===== src/rtl/priority_arbiter_fsm_if.sv =====
// Request/grant bundle between four requesters and the shared-resource select mux.
// master drives requests; slave (the arbiter) returns grant, index, valid and preempt.
interface priority_arbiter_fsm_if;
   logic [3:0] req;
   logic [3:0] gnt;
   logic [1:0] out;
   logic       v;
   logic       preempt;

   modport master (output req, input gnt, input out, input v, input preempt);
   modport slave  (input req, output gnt, output out, output v, output preempt);
endinterface


===== src/rtl/priority_arbiter_fsm.sv =====
// 4-way fixed/round-robin arbiter: one-hot grant + index, 1 cycle from req, all outputs registered.
// No backpressure: the grant holds until the winner drops req or MAX_HOLD expires, then one idle gap.
module priority_arbiter_fsm #(
   parameter bit          RR_EN    = 1'b1,
   parameter int unsigned MAX_HOLD = 8
) (
   input logic                   clk,
   input logic                   rst,
   priority_arbiter_fsm_if.slave arb
);
   localparam int HW = (MAX_HOLD == 0) ? 1 : $clog2(MAX_HOLD + 1);

   typedef enum logic {S_IDLE, S_GRANT} state_t;

   state_t          r_state, w_state_nx;
   logic [3:0]      r_gnt,   w_gnt_nx;
   logic [1:0]      r_out,   w_out_nx;
   logic            r_v,     w_v_nx;
   logic            r_pre,   w_pre_nx;
   logic [1:0]      r_ptr,   w_ptr_nx;
   logic [HW-1:0]   r_cnt,   w_cnt_nx;

   logic [1:0]      w_base;
   logic [1:0]      w_idx;
   logic [1:0]      w_win;
   logic            w_found;
   logic            w_limit;

   // Downward scan from the priority pointer; fixed mode always starts at index 3.
   always_comb begin
      w_base  = RR_EN ? r_ptr : 2'd3;
      w_win   = w_base;
      w_idx   = w_base;
      w_found = 1'b0;
      for (int s = 0; s < 4; s++) begin
         w_idx = w_base - 2'(s);
         if (!w_found && arb.req[w_idx]) begin
            w_win   = w_idx;
            w_found = 1'b1;
         end
      end
   end

   assign w_limit = (MAX_HOLD != 0) && (r_cnt == HW'(MAX_HOLD));

   always_comb begin
      w_state_nx = r_state;
      w_gnt_nx   = r_gnt;
      w_out_nx   = r_out;
      w_v_nx     = r_v;
      w_pre_nx   = 1'b0;
      w_ptr_nx   = r_ptr;
      w_cnt_nx   = r_cnt;
      case (r_state)
         S_IDLE: begin
            if (w_found) begin
               w_state_nx = S_GRANT;
               w_gnt_nx   = 4'b0001 << w_win;
               w_out_nx   = w_win;
               w_v_nx     = 1'b1;
               w_cnt_nx   = HW'(1);
               if (RR_EN) w_ptr_nx = w_win - 2'd1;
            end
         end
         S_GRANT: begin
            // A dropped request takes precedence over the hold limit: no preempt pulse.
            if (!arb.req[r_out]) begin
               w_state_nx = S_IDLE;
               w_gnt_nx   = 4'b0000;
               w_v_nx     = 1'b0;
            end else if (w_limit) begin
               w_state_nx = S_IDLE;
               w_gnt_nx   = 4'b0000;
               w_v_nx     = 1'b0;
               w_pre_nx   = 1'b1;
            end else if (r_cnt != {HW{1'b1}}) begin
               w_cnt_nx = r_cnt + HW'(1);
            end
         end
         default: w_state_nx = S_IDLE;
      endcase
   end

   always_ff @(posedge clk) begin
      if (rst) begin
         r_state <= S_IDLE;
         r_gnt   <= 4'b0000;
         r_out   <= 2'b00;
         r_v     <= 1'b0;
         r_pre   <= 1'b0;
         r_ptr   <= 2'd3;
         r_cnt   <= '0;
      end else begin
         r_state <= w_state_nx;
         r_gnt   <= w_gnt_nx;
         r_out   <= w_out_nx;
         r_v     <= w_v_nx;
         r_pre   <= w_pre_nx;
         r_ptr   <= w_ptr_nx;
         r_cnt   <= w_cnt_nx;
      end
   end

   assign arb.gnt     = r_gnt;
   assign arb.out     = r_out;
   assign arb.v       = r_v;
   assign arb.preempt = r_pre;
endmodule


===== src/flat_wrapper.sv =====
// flat-port wrapper written by rule: the top's interface ports become plain ports
module priority_arbiter_fsm_flat 
#(
   parameter bit          RR_EN    = 1'b1,
   parameter int unsigned MAX_HOLD = 8
)
  (clk, rst, arb_req, arb_gnt, arb_out, arb_v, arb_preempt);
  priority_arbiter_fsm_if arb_i ();
  input logic clk;
  input logic rst;
  input wire logic [$bits(arb_i.req)-1:0] arb_req;
  output wire logic [$bits(arb_i.gnt)-1:0] arb_gnt;
  output wire logic [$bits(arb_i.out)-1:0] arb_out;
  output wire logic [$bits(arb_i.v)-1:0] arb_v;
  output wire logic [$bits(arb_i.preempt)-1:0] arb_preempt;
  assign arb_i.req = arb_req;
  assign arb_gnt = arb_i.gnt;
  assign arb_out = arb_i.out;
  assign arb_v = arb_i.v;
  assign arb_preempt = arb_i.preempt;
  priority_arbiter_fsm #(.RR_EN(RR_EN), .MAX_HOLD(MAX_HOLD)) u_core (.clk(clk), .rst(rst), .arb(arb_i));
endmodule

===== config.mk =====
export PLATFORM = sky130hd
export DESIGN_NAME = priority_arbiter_fsm_flat
export DESIGN_NICKNAME = d
export VERILOG_FILES = /design/src/rtl/priority_arbiter_fsm_if.sv /design/src/rtl/priority_arbiter_fsm.sv /design/src/flat_wrapper.sv
export SDC_FILE = /design/constraint.sdc
export NUM_CORES = 1
export LEC_CHECK = 0
export BUFFER_PORTS_ARGS = -buffer_cell sky130_fd_sc_hd__buf_2
export CORE_MARGIN = 4
export CORE_UTILIZATION = 30
export CTS_CLUSTER_SIZE = 28
export DETAILED_ROUTE_END_ITERATION = 12
export MAX_ROUTING_LAYER = met4
export PLACE_DENSITY = 0.5
export SYNTH_ARGS = -nofsm -noshare
export SYNTH_HDL_FRONTEND = slang
export SYNTH_SLANG_ARGS = --single-unit

===== constraint.sdc =====
create_clock -name clk -period 3.45 [get_ports clk]
set_input_delay 0.69 -clock clk [delete_from_list [all_inputs] [get_ports clk]]
set_output_delay 0.69 -clock clk [all_outputs]
set_load 0.02 [all_outputs]

After elaboration in Yosys (flattened, before gate mapping)
Index checks and enable logic that the tools add are counted.
- eq/ne operators: 7
- shift-type cells: 1
- $lt $le $gt $ge: 5
- reductions and logical operators: 10
- mux-type cells: 35
- bitwise logic cells: 2
- add/sub/neg operators: 5
- operator list (kind ; number):
    $mux W4 ; 7
    $mux W1 ; 16
    $pmux W4 S2 ; 2
    $lt A2 B3 Y1 const B ; 5
    $bmux W1 S2 ; 5
    $mux W2 ; 3
    $ne A2 B2 Y1 const B ; 3
    $add A4 B1 Y4 const B ; 1
    $eq A4 B4 Y1 const B ; 1
    $ne A4 B4 Y1 const B ; 1
    $pmux W1 S2 ; 2
    $reduce_and A2 Y1 ; 2
    $reduce_and A4 Y1 ; 1
    $shl A1 B2 Y4 const A ; 1
    $sub A2 B1 Y2 const B ; 2
    $sub A2 B2 Y2 const B ; 2
    $logic_and A1 B1 Y1 ; 3
    $logic_not A1 Y1 ; 3
    $ne A3 B3 Y1 const B ; 1
    $reduce_or A3 Y1 ; 1
    $ne A2 B1 Y1 const B ; 1
    $not A1 Y1 ; 2
- register bits after elaboration: 15
- logic and storage cells: 72
- output and inout port bits: 8
- input port bits: 6

Depth between registers and ports, before layout
Gate-level depths: netlist of run 1.
- depth after elaboration: 15
- depth in mapped cells: 8
- depth with buffers taken out: 7

Worst setup path before layout of run 1
OpenSTA, ideal clock, no wires.
- kind: input to register
- from: in arb_req[1]
- to: reg u_core.r_gnt[1] (netlist: u_core.arb.gnt[1])
- buffers on the path: 1
- required time: 3333 ps
- arrival time: 1810 ps
- library setup time: 117 ps
- stages: 7
- path slack: 1523 ps
- path through: buf_6 > nor3_1 > nor3_1 > nor3_1 > inv_1 > ha_1 > a22o_1
- cells in the longest elaborated chain, start to end: 15
- elaborated cells between the ends (all ways): 30
- classes of those cells: eq/ne (2); shift (1); mux (20); reduce/logical (7)
- ends and longest elaborated chain (item ; line ; RTL):
    start, declared ; flat_wrapper.sv:11 ; input wire logic [$bits(arb_i.req)-1:0] arb_req;
    $bmux W1 S2 ; priority_arbiter_fsm.sv:37 ; if (!w_found && arb.req[w_idx]) begin
    $mux W1 (implied by the code) ; priority_arbiter_fsm.sv:37 ;
    $mux W1 ; priority_arbiter_fsm.sv:37 ;
    $logic_not A1 Y1 ; priority_arbiter_fsm.sv:37 ;
    $logic_and A1 B1 Y1 ; priority_arbiter_fsm.sv:37 ;
    $mux W1 ; priority_arbiter_fsm.sv:37 ;
    $logic_not A1 Y1 ; priority_arbiter_fsm.sv:37 ;
    $logic_and A1 B1 Y1 ; priority_arbiter_fsm.sv:37 ;
    $mux W1 ; priority_arbiter_fsm.sv:37 ;
    $logic_not A1 Y1 ; priority_arbiter_fsm.sv:37 ;
    $logic_and A1 B1 Y1 ; priority_arbiter_fsm.sv:37 ;
    $mux W2 * ; priority_arbiter_fsm.sv:37 ;
    via u_core.w_win[0] ; priority_arbiter_fsm.sv:25 ; logic [1:0] w_win;
    $shl A1 B2 Y4 * ; priority_arbiter_fsm.sv:58 ; w_gnt_nx = 4'b0001 << w_win;
    $mux W4 * ; priority_arbiter_fsm.sv:56 ; if (w_found) begin
    $pmux W4 S2 * ; priority_arbiter_fsm.sv:54 ; case (r_state)
    end signal, assigned ; priority_arbiter_fsm.sv:95 ; r_gnt <= w_gnt_nx;
    end, declared ; priority_arbiter_fsm.sv:16 ; logic [3:0] r_gnt, w_gnt_nx;
Mark *: on every way through the listed nets, which the timed path passes. The rest lies on a longest branch. The select of a mux whose other input is x is not followed.
A chain may end at the register's enable or synchronous reset.

Final worst setup path of run 1
- from: in arb_req[1]
- to: reg u_core.r_ptr[1]
- cells in the longest elaborated chain, start to end: 13
- elaborated cells between the ends (all ways): 23
- classes of those cells: add/sub (1); mux (15); reduce/logical (7)
- ends and longest elaborated chain (item ; line ; RTL):
    $bmux W1 S2 ; priority_arbiter_fsm.sv:37 ;
    $mux W1 (implied by the code) ; priority_arbiter_fsm.sv:37 ;
    $mux W1 ; priority_arbiter_fsm.sv:37 ;
    $logic_not A1 Y1 ; priority_arbiter_fsm.sv:37 ;
    $logic_and A1 B1 Y1 ; priority_arbiter_fsm.sv:37 ;
    $mux W1 ; priority_arbiter_fsm.sv:37 ;
    $logic_not A1 Y1 ; priority_arbiter_fsm.sv:37 ;
    $logic_and A1 B1 Y1 ; priority_arbiter_fsm.sv:37 ;
    $mux W1 ; priority_arbiter_fsm.sv:37 ;
    $logic_not A1 Y1 ; priority_arbiter_fsm.sv:37 ;
    $logic_and A1 B1 Y1 ; priority_arbiter_fsm.sv:37 ;
    $mux W2 * ; priority_arbiter_fsm.sv:37 ;
    via u_core.w_win[1] ; priority_arbiter_fsm.sv:25 ;
    $sub A2 B1 Y2 * ; priority_arbiter_fsm.sv:62 ; if (RR_EN) w_ptr_nx = w_win - 2'd1;
    end signal, assigned ; priority_arbiter_fsm.sv:99 ; r_ptr <= w_ptr_nx;
    end, declared ; priority_arbiter_fsm.sv:20 ; logic [1:0] r_ptr, w_ptr_nx;
Marked as above.

==> results of run 1 <==
-- cell families (layout without fill, tap and decap cells) --
family                     Yosys count  in the layout  synth area share
AOI/OAI and AO/OA                   30             30             0.277
adders and majority gates            6              6            0.0862
buffers and inverters                9             23            0.0488
DFF                                 15             15             0.345
muxes                                2              2            0.0330
and+or+nand+nor                     33             33             0.210
-- final cells by class --
cell class              instances  area, um^2
flip-flops and latches         15         300
clock inverters                 1        5.00
repair buffers                 13        65.1
multi-input cells              71         528
well taps                      31        38.8
fillers                       310        1780
clock buffers                   3        22.5
inverters                       6        22.5
-- through the flow --
step	hold slack (ps)	cell area, um^2	std cells
finish	479	982	140
global route	505	982	140
CTS	487	982	140
detailed placement	456	955	136
global placement	459	955	136
floorplan	485	871	95
-- power by group through the flow --
stage                     combinational, mW  clock, mW  sequential (mW)
after floorplan                      0.0867          0            0.221
after global placement                0.127          0            0.215
after detailed placement              0.128          0            0.216
after CTS                             0.128      0.111            0.212
after global routing                  0.141      0.118            0.215
final                                 0.125      0.107            0.212
-- state kept, by name, indices dropped and copies added (netlist names) --
name,flops
u_core.arb.gnt,4
u_core.arb.out,2
u_core.arb.preempt,1
u_core.arb.v,1
u_core.r_cnt,4
u_core.r_ptr,2
u_core.r_state,1
-- worst paths after layout --
kind	slack, ps	to	from
worst max-delay path	1620	u_core.r_ptr[1]	arb_req[1]
worst min-delay path	480	u_core.arb.gnt[1]	u_core.arb.gnt[1]
worst max register to register	1750	u_core.r_ptr[1]	u_core.r_ptr[1]
worst min register to register	480	u_core.arb.gnt[1]	u_core.arb.gnt[1]
-- synth_stat cells, drive strengths merged, types with 2 or more instances --
library cell  count
o211ai            2
nor3              6
a22o              4
nor2              8
nand2b            2
nand2             6
inv               6
ha                6
nor4              2
dfxtp            15
clkbuf            2
a211o             2
a21oi             5
o21a              2
o21ai             3
and3              2
a211oi            3
-- layer usage --
layer	vias up	track usage	wire length (um)
li1	379	-	-
met1	341	0.141	906
met2	17	0.157	823
met4	0	0.0485	17
met5	-	-	0
met3	2	0.0351	75
==> results.md, run 1 <==
- Diodes inserted: 0
- PwrDens: 453 nW/um^2
- Antenna-violating nets left: 0
- Setup ws final: 1620 ps
- #FFs+latches synth: 15
- Comb power frac: 0.282
- First-pass GRT wire length: 3030 um
- Hold Fails Final Rpt: 0
- Sequential-to-total area share from yosys stat: 0.345
- DP HPWL: 1380 um
- Fin util: 0.356
- Remaining DRCs: 0
- Final worst path period need: 1830 ps
- Top cells by area, synth: dfxtp_1, ha_1, a22o_1
- Yosys warning count: 0
- Postcts setup bufs: 0
- Most frequent cells in the layout: dfxtp_1, buf_2, nor2_1
- Critical path cell sequence: buf_2, a21oi_1, o22a_1, o22ai_1, inv_1, ha_1, nor2_1, o21ai_1
- Syn_area_per_cell: 9.17 um^2
- Clock Latency Late Sink: 290 ps
- Initial core utilization: 0.316
- Drt first pass iters: 5
- P_int: 0.288 mW
- Cell taking the most area after synthesis: dfxtp_1
- Initial antenna violation count: 0
- Total power: 0.445 mW
- Via density: 5.28
- Die Ht: 61.9 um
- Layout cells sized above 1: 0.220
- Fin. max-slew vios: 0
- Slew HR: 0.718
- Worst reg-to-reg path cell count: 7
- Port Buffers: 13
- Cells after synthesis: 95
- Max stage delay on crit path: 290 ps
- Tcrit/Tclk final: 0.531
- Clk Tree Root Cell: clkbuf_4
- Count of buffer and inverter cells on the critical path: 2
- Cts repair resizes: 0
- Leak Pwr: 0.414 nW
- TritonCTS Buffers: 3
- Unrepaired setup endpoints after global routing: false
- Crit path launch type: primary input
- Initial DRC count: 18
- Top FF cell, synth: dfxtp_1
- Hold path depth: 1
- Remaining global-route overflow: 0
- WP data arrival: 2020 ps
- I/O Pins: 14
- Clk buf depth: 2
- Routed Wire Length: 1820 um
- Core footprint: 2760 um^2
- Fraction of registers with async set/reset: 0
- Post-synth EDFFs: 0
- Placement Setup Slack: 1300 ps
- CP Capture Type: flip-flop
- Worst hold path type: reg2reg
- Critical path class: in2reg
- CTS tree: done
- Switching share of power: 0.353
- Die W: 61.9 um
- CTS sink count: 15
- Num rows: 19
- Die ar.: 3830 um^2
- Vias: 739
- Worst-path maximum fanout: 8
- Mapped cell area: 871 um^2
- Post-cts hold buffer count: 0
- Synth top area share: 0.345
- Fmax: 546 MHz
- Status: completed
- Gpl congestion: 0.799
- H-tree Lvls: 1
- Post-layout nets: 122
- Crit path max-delay family: compound AO/OA/AOI/OAI gates
- Slowest-stage cell, CP: o22ai_1
- Vias in the first global route: 663
- CP required: 3640 ps
- Clock Skew: 0.806 ps
- Largest net degree at the start of global routing: 13
- Worst-margin pin slew: 419 ps
- CP Depth: 8
- Final setup fails: 0
- GRT Overall Usage: 0.110
- Commonest non-fill, non-tap cell in the layout: dfxtp_1
- Synth-to-Final Area Change: 12.8%
- Clock-pin slew on the worst setup and hold paths: 100 ps
- Clk pwr share: 0.242
- NetSw: 0.157 mW
- Sequential group share of total power: 0.477
- Post-Syn Nets: 107
- TNS Setup: 0 ps
- Synth cell types: 41
- Max cap viols: 0
- Maximum VDD drop: 0.000191 V
- WL per Instance: 13.0 um
Note: power is estimated with default switching activity, not from simulation.
==> run 2: changes to the inputs <==
ABC_AREA = 1   (was unset)
PLACE_DENSITY = 0.49   (was 0.5)
clock period = 1.8 ns   (was 3.45 ns; I/O delays follow)
==> results.md, run 2 <==
- Drt first pass iters: 4 (-1)
- Clock Skew: 4.04 ps (+3.24 ps)
- DP HPWL: 1840 um (+33%)
- DP Area: 1210 um^2 (+27%)
- Cells after synthesis: 151 (+59%)
- Synth-to-Final Area Change: 33.5%
- Synth cell types: 24 (-41%)
- First-pass GRT wire length: 3930 um (+30%)
- Layout cells sized above 1: 0.371 (+0.151)
- Slowest-stage cell, CP: dfxtp_2
- TritonCTS Buffers: 3 (unchanged)
- CP Capture Type: flip-flop
- Maximum VDD drop: 0.000615 V (+220%)
- Final worst path period need: 1800 ps
- Placed Cells: 214 (+57%)
- Tcrit/Tclk final: 0.999
- Critical path cell sequence: buf_12, buf_6, nand2_4, nand2_8, nand2_4, nand2_4, nor2_8, nand2_1, nand2_1, nand3_2, nand2_4, inv_2, ha_2, nand2_2, a21oi_1
- Top FF cell, synth: dfxtp_1
- Top cells by area, synth: dfxtp_1, nand2_1, nand3_1
- Mapped cell area: 1050 um^2 (+21%)
- Die W: 67.2 um (+8.6%)
- Most used cell, CP: nand2_4
- Setup ws final: 2.35 ps (-1620 ps)
- Routed Wire Length: 2510 um (+37%)
- Port Buffers: 13 (unchanged)
- Yosys warning count: 0 (unchanged)
- Max cap viols: 0 (unchanged)
- Commonest non-fill, non-tap cell in the layout: nand2_1
- Num rows: 21 (+2)
- Die Ht: 67.2 um (+8.6%)
- Clock-pin slew on the worst setup and hold paths: 90 ps (about the same)
- PwrDens: 1850 nW/um^2 (+310%)
- Initial DRC count: 43 (+25)
- Hold Path End: u_core.arb.out[0]
- Synth top area share: 0.286 (-0.0591)
- CTS sink count: 15 (unchanged)
- Crit path from: u_core.r_ptr[0]
- I/O Pins: 14 (unchanged)
- Most instantiated cells after synthesis: nand2_1, nand3_1, dfxtp_1
- Gpl congestion: 0.760 (-4.8%)
- Remaining DRCs: 0 (unchanged)
- Initial antenna violation count: 0 (unchanged)
- R2R Path End: u_core.arb.gnt[1]
- Clock Latency Late Sink: 280 ps (about the same)
- Met2 usage: 0.194 (+0.0369)
- WP data arrival: 1960 ps (-60 ps)
- Diodes inserted: 0 (unchanged)
- HP Start: rst
- Die ar.: 4510 um^2 (+18%)
- Worst reg-to-reg setup slack: 2 ps (-1750 ps)
- Slew HR: 0.826 (+0.108)
- Worst-path maximum fanout: 8 (unchanged)
- Sequential-to-total area share from yosys stat: 0.286 (-0.0591)
- Cell taking the most area after synthesis: dfxtp_1
- Unrepaired setup endpoints after global routing: true
- Leak Pwr: 0.679 nW (+64%)
- Remaining global-route overflow: 0 (unchanged)
- Syn_area_per_cell: 6.96 um^2 (-24%)
- Hold path depth: 2 (+1)
- Post-cts hold buffer count: 0 (unchanged)
- GRT Overall Usage: 0.116 (+0.00645)
- Post-Syn Nets: 163 (+52%)
- WL per Instance: 11.2 um (-14%)
- Design area: 1400 um^2 (+43%)
- Global routing usage on met1: 0.139 (-0.00182)
- Grt met3 use: 0.0150 (-0.0201)
- Non-Filler Instances: 224 (+60%)
- Initial core utilization: 0.312 (-0.00329)
- Top Usage Layer GRT: met2
- Placement Setup Slack: -50.1 ps (-1350 ps)
- Hold Fails Final Rpt: 0 (unchanged)
- #FFs+latches synth: 15 (unchanged)
- Post-synth EDFFs: 0 (unchanged)
- H-tree Lvls: 1 (unchanged)
- Vias in the first global route: 878 (+32%)
- Post-layout nets: 191 (+57%)
- Clk buf depth: 2 (unchanged)
- Worst reg2reg startpoint: u_core.r_ptr[0]
- Fmax: 556 MHz
- CTS tree: done
- Total power: 2.59 mW (+480%)
- Worst hold path type: in2reg
- Fraction of registers with async set/reset: 0 (unchanged)
- Via density: 4.59 (-13%)
- Max stage delay on crit path: 330 ps (+40 ps)
- Antenna-violating nets left: 0 (unchanged)
- Worst reg-to-reg path cell count: 15 (+8)
- Core footprint: 3360 um^2 (+22%)
- Most frequent cells in the layout: nand2_1, nand3_1, buf_2, dfxtp_1, inv_1
- Status: completed
- Fin. max-slew vios: 0 (unchanged)
- Clk Tree Root Cell: clkbuf_4
- Worst-margin pin slew: 261 ps (-159 ps)
- Vias: 1,029 (+39%)
- Largest net degree at the start of global routing: 13 (unchanged)
- Critical path class: reg2reg
- Crit path launch type: flip-flop
- Final setup fails: 0 (unchanged)
- CP required: 1970 ps (-1670 ps)
- Most common cell in the netlist: nand2_1
run 2: cell types whose count changed after synthesis, moves of 3 or more:
cell,before,now
nand2_1,6,49
nor3_1,6,1
a21oi_1,4,9
inv_1,6,14
nand2_2,0,3
nand2_4,0,5
a211oi_1,3,0
inv_2,0,3
nand3_1,1,21
a22o_1,4,0
run 2: per-layer routing:
metal  routed length [um]  up-vias
li1                     -      537
met2                 1380        7
met3                   32        2
met4                   14        0
met5                    0        -
met1                 1080      483
run 2: final cells by class:
| type | instances | area (um^2) |
|---|---|---|
| Fill cell | 375 | 1960 |
| Inverter | 18 | 75.1 |
| Clock buffer | 4 | 26.3 |
| Multi-Input combinational cell | 115 | 749 |
| Sequential cell | 15 | 303 |
| Timing Repair Buffer | 26 | 191 |
| Tap cell | 46 | 57.6 |
run 2: repair_timing:
action,in CTS,in global routing
pin swaps,2,13
gates resized for setup,5,24
setup endpoints to repair,3,9
setup buffers,0,6
run 2: where the power goes:
group          internal, mW  switching (mW)
Clock                0.0860           0.102
Combinational         0.777            1.10
Sequential            0.438          0.0911
run 2: kinds of logic after synthesis:
group | synth area share
and+or+nand+nor | 0.449
xor gates and xnor gates | 0.00833
AOI/OAI and AO/OA | 0.0821
DFF | 0.286
adders and majority gates | 0.0714
buffers and inverters | 0.104
run 2: worst max-delay path by stage:
stage                   endpoint  slack, ps  cells past startpoint
3_3_place_gp     u_core.r_ptr[1]        -10                     14
5_1_grt        u_core.arb.gnt[1]       -100                     15
3_5_place_dp     u_core.r_ptr[1]        -50                     14
2_1_floorplan    u_core.r_ptr[1]        110                     13
6_report       u_core.arb.gnt[1]          2                     15
4_1_cts          u_core.r_ptr[1]          1                     13
run 2: per-stage QoR:
stage          setup TNS, ps  hold slack [ps]  utilization
2_1_floorplan              0              486            -
3_3_place_gp           -13.6              469        0.361
3_5_place_dp           -56.0              476        0.361
4_1_cts                    0              412        0.371
5_1_grt                 -631              409        0.417
6_report                   0              411        0.417
run 2: worst max-delay path: cells and delay by family (launching register included):
kind            cells  cell delay, ps
buf+inv             3             280
compound gates      1              60
flops               1             330
fa+ha+maj           1             160
simple gates       10             850
==> run 3: changes to the inputs <==
GPL_ROUTABILITY_DRIVEN = 1   (was unset)
clock period = 1.75 ns   (was 1.8 ns; I/O delays follow)
==> results.md, run 3 (synthesis gave the netlist of run 2 again) <==
- Status: complete, but fails checks
- Violated checks: setup timing
- Global routing usage on met1: 0.132 (-0.00706)
- I/O Pins: 14 (unchanged)
- Placed Cells: 219 (+2.3%)
- Clock-pin slew on the worst setup and hold paths: 80 ps (about the same)
- TritonCTS Buffers: 3 (unchanged)
- Routed Wire Length: 2470 um (-1.3%)
- Initial antenna violation count: 0 (unchanged)
- Hold WS: 402 ps (-9.59 ps)
- Fin util: 0.444 (+0.0272)
- Layout cells sized above 1: 0.464 (+0.0937)
- Final worst path period need: 1770 ps (-31.6 ps)
- Slowest-stage cell, CP: dfxtp_2
- Switching share of power: 0.490 (-0.00831)
- Maximum VDD drop: 0.000684 V (+11%)
- Gpl congestion: 0.837 (+10%)
- Worst reg-to-reg path cell count: 13 (-2)
- DP HPWL: 1900 um (+3.0%)
- Num rows: 21 (unchanged)
- Critical path cell sequence: buf_12, clkinv_8, nand2_4, nand2_4, nand2_4, nand2_4, nor2_8, nand4_1, nand2_4, inv_4, ha_4, nand2_2, nand3_2
- Clk buf depth: 2 (unchanged)
- Commonest non-fill, non-tap cell in the layout: nand2_1
- Max stage delay on crit path: 350 ps (+20 ps)
- Clk pwr share: 0.067 (-0.006)
- Count of buffer and inverter cells on the critical path: 3 (unchanged)
- Remaining DRCs: 0 (unchanged)
- Port Buffers: 13 (unchanged)
- H-tree Lvls: 1 (unchanged)
- Die Ht: 67.2 um (unchanged)
- Hold Fails Final Rpt: 0 (unchanged)
- Clock Skew: 1.42 ps (-2.62 ps)
- Via density: 4.54 (-1.2%)
- Placement Setup Slack: -91.1 ps (-41.0 ps)
- Largest net degree at the start of global routing: 13 (unchanged)
- Vias: 1,039 (+0.97%)
- Most frequent cells in the layout: nand2_1, buf_4, nand2_2, nand3_1
- Crit path from: u_core.r_ptr[0]
- Synth-to-Final Area Change: 42.1%
- CP required: 1910 ps (-60 ps)
- Setup ws final: -16.0 ps (-18.4 ps)
- Drt first pass iters: 4 (unchanged)
- Total power: 2.85 mW (+10%)
- Unrepaired setup endpoints after global routing: true
- CP Capture Type: flip-flop
- Die ar.: 4510 um^2 (unchanged)
- Comb power frac: 0.740 (+0.017)
- Grt met3 use: 0.0150 (unchanged)
- Post-cts hold buffer count: 0 (unchanged)
- Clock Latency Late Sink: 270 ps (about the same)
- Post-layout nets: 196 (+2.6%)
- Max cap viols: 0 (unchanged)
- CTS tree: done
- Non-Filler Instances: 229 (+2.2%)
- Vias in the first global route: 1,038 (+18%)
- Crit path to: u_core.r_ptr[1]
- Worst-path maximum fanout: 8 (unchanged)
- Initial core utilization: 0.312 (unchanged)
- Slew HR: 0.828 (+0.00211)
- DP Area: 1250 um^2 (+3.1%)
- CP Depth: 13 (-2)
- WP data arrival: 1930 ps (-30 ps)
- Worst reg2reg startpoint: u_core.r_ptr[0]
- Worst reg-to-reg setup slack: -20 ps (-20 ps)
- Sequential group share of total power: 0.193 (-0.011)
- R2R Path End: u_core.r_ptr[1]
- CTS sink count: 15 (unchanged)
- TNS Setup: -39.8 ps (-39.8 ps)
- Diodes inserted: 0 (unchanged)
- Initial DRC count: 30 (-30%)
- Fmax: 566 MHz (+1.8%)
- Die W: 67.2 um (unchanged)
- Critical path class: reg2reg
- Core footprint: 3360 um^2 (unchanged)
- Crit path max-delay family: simple AND/OR/NAND/NOR gates
- Clk Tree Root Cell: clkbuf_4
- First-pass GRT wire length: 4260 um (+8.2%)
- Top Usage Layer GRT: met2
- GRT Overall Usage: 0.126 (+0.00964)
- Worst-margin pin slew: 258 ps (-3.17 ps)
- Design area: 1490 um^2 (+6.5%)
- Leak Pwr: 0.720 nW (+6.0%)
- Crit path launch type: flip-flop
- Antenna-violating nets left: 0 (unchanged)
- Remaining global-route overflow: 0 (unchanged)
- Tcrit/Tclk final: 1.01 (+0.0105)
- P_int: 1.46 mW (+12%)
- Final setup fails: 3 (+3)
- NetSw: 1.40 mW (+8.2%)
- Most used cell, CP: nand2_4
- Met2 usage: 0.236 (+0.0417)
- Worst hold path type: in2reg
- Fin. max-slew vios: 0 (unchanged)
- PwrDens: 1910 nW/um^2 (+3.3%)
- WL per Instance: 10.8 um (-3.5%)
run 3: how the worst min path moves through the flow:
stage	startpoint	to	cells after the start
floorplan	rst	u_core.r_ptr[0]	2
global placement	u_core.arb.gnt[3]	u_core.arb.gnt[3]	2
detailed placement	u_core.arb.gnt[3]	u_core.arb.gnt[3]	2
CTS	rst	u_core.r_cnt[2]	2
global route	rst	u_core.r_cnt[2]	2
finish	rst	u_core.arb.out[0]	2
run 3: routing by layer:
metal / routed length (um) / part of all wire
met5: 0 / 0
met4: 21 / 0.0085
met3: 28 / 0.011
met2: 1380 / 0.56
met1: 1040 / 0.42
run 3: final cells by class:
| class | instances | area (um^2) |
|---|---|---|
| well taps | 46 | 57.6 |
| fillers | 370 | 1870 |
| flip-flops and latches | 15 | 305 |
| repair buffers | 31 | 225 |
| inverters | 18 | 85.1 |
| clock buffers | 4 | 26.3 |
| multi-input cells | 115 | 795 |
run 3: what timing repair did:
action,4_1_cts,5_1_grt
resized for setup,14,34
buffers inserted,4,2
endpoints found under the setup margin,5,13
pin swaps,9,20
run 3: power by group through the flow:
| stage | registers (mW) | clock network, mW | logic, mW |
|---|---|---|---|
| 3_3_place_gp | 0.541 | 0 | 1.58 |
| 4_1_cts | 0.547 | 0.207 | 1.74 |
| 3_5_place_dp | 0.549 | 0 | 1.60 |
| 6_report | 0.551 | 0.191 | 2.11 |
| 2_1_floorplan | 0.604 | 0 | 1.04 |
| 5_1_grt | 0.566 | 0.229 | 2.36 |
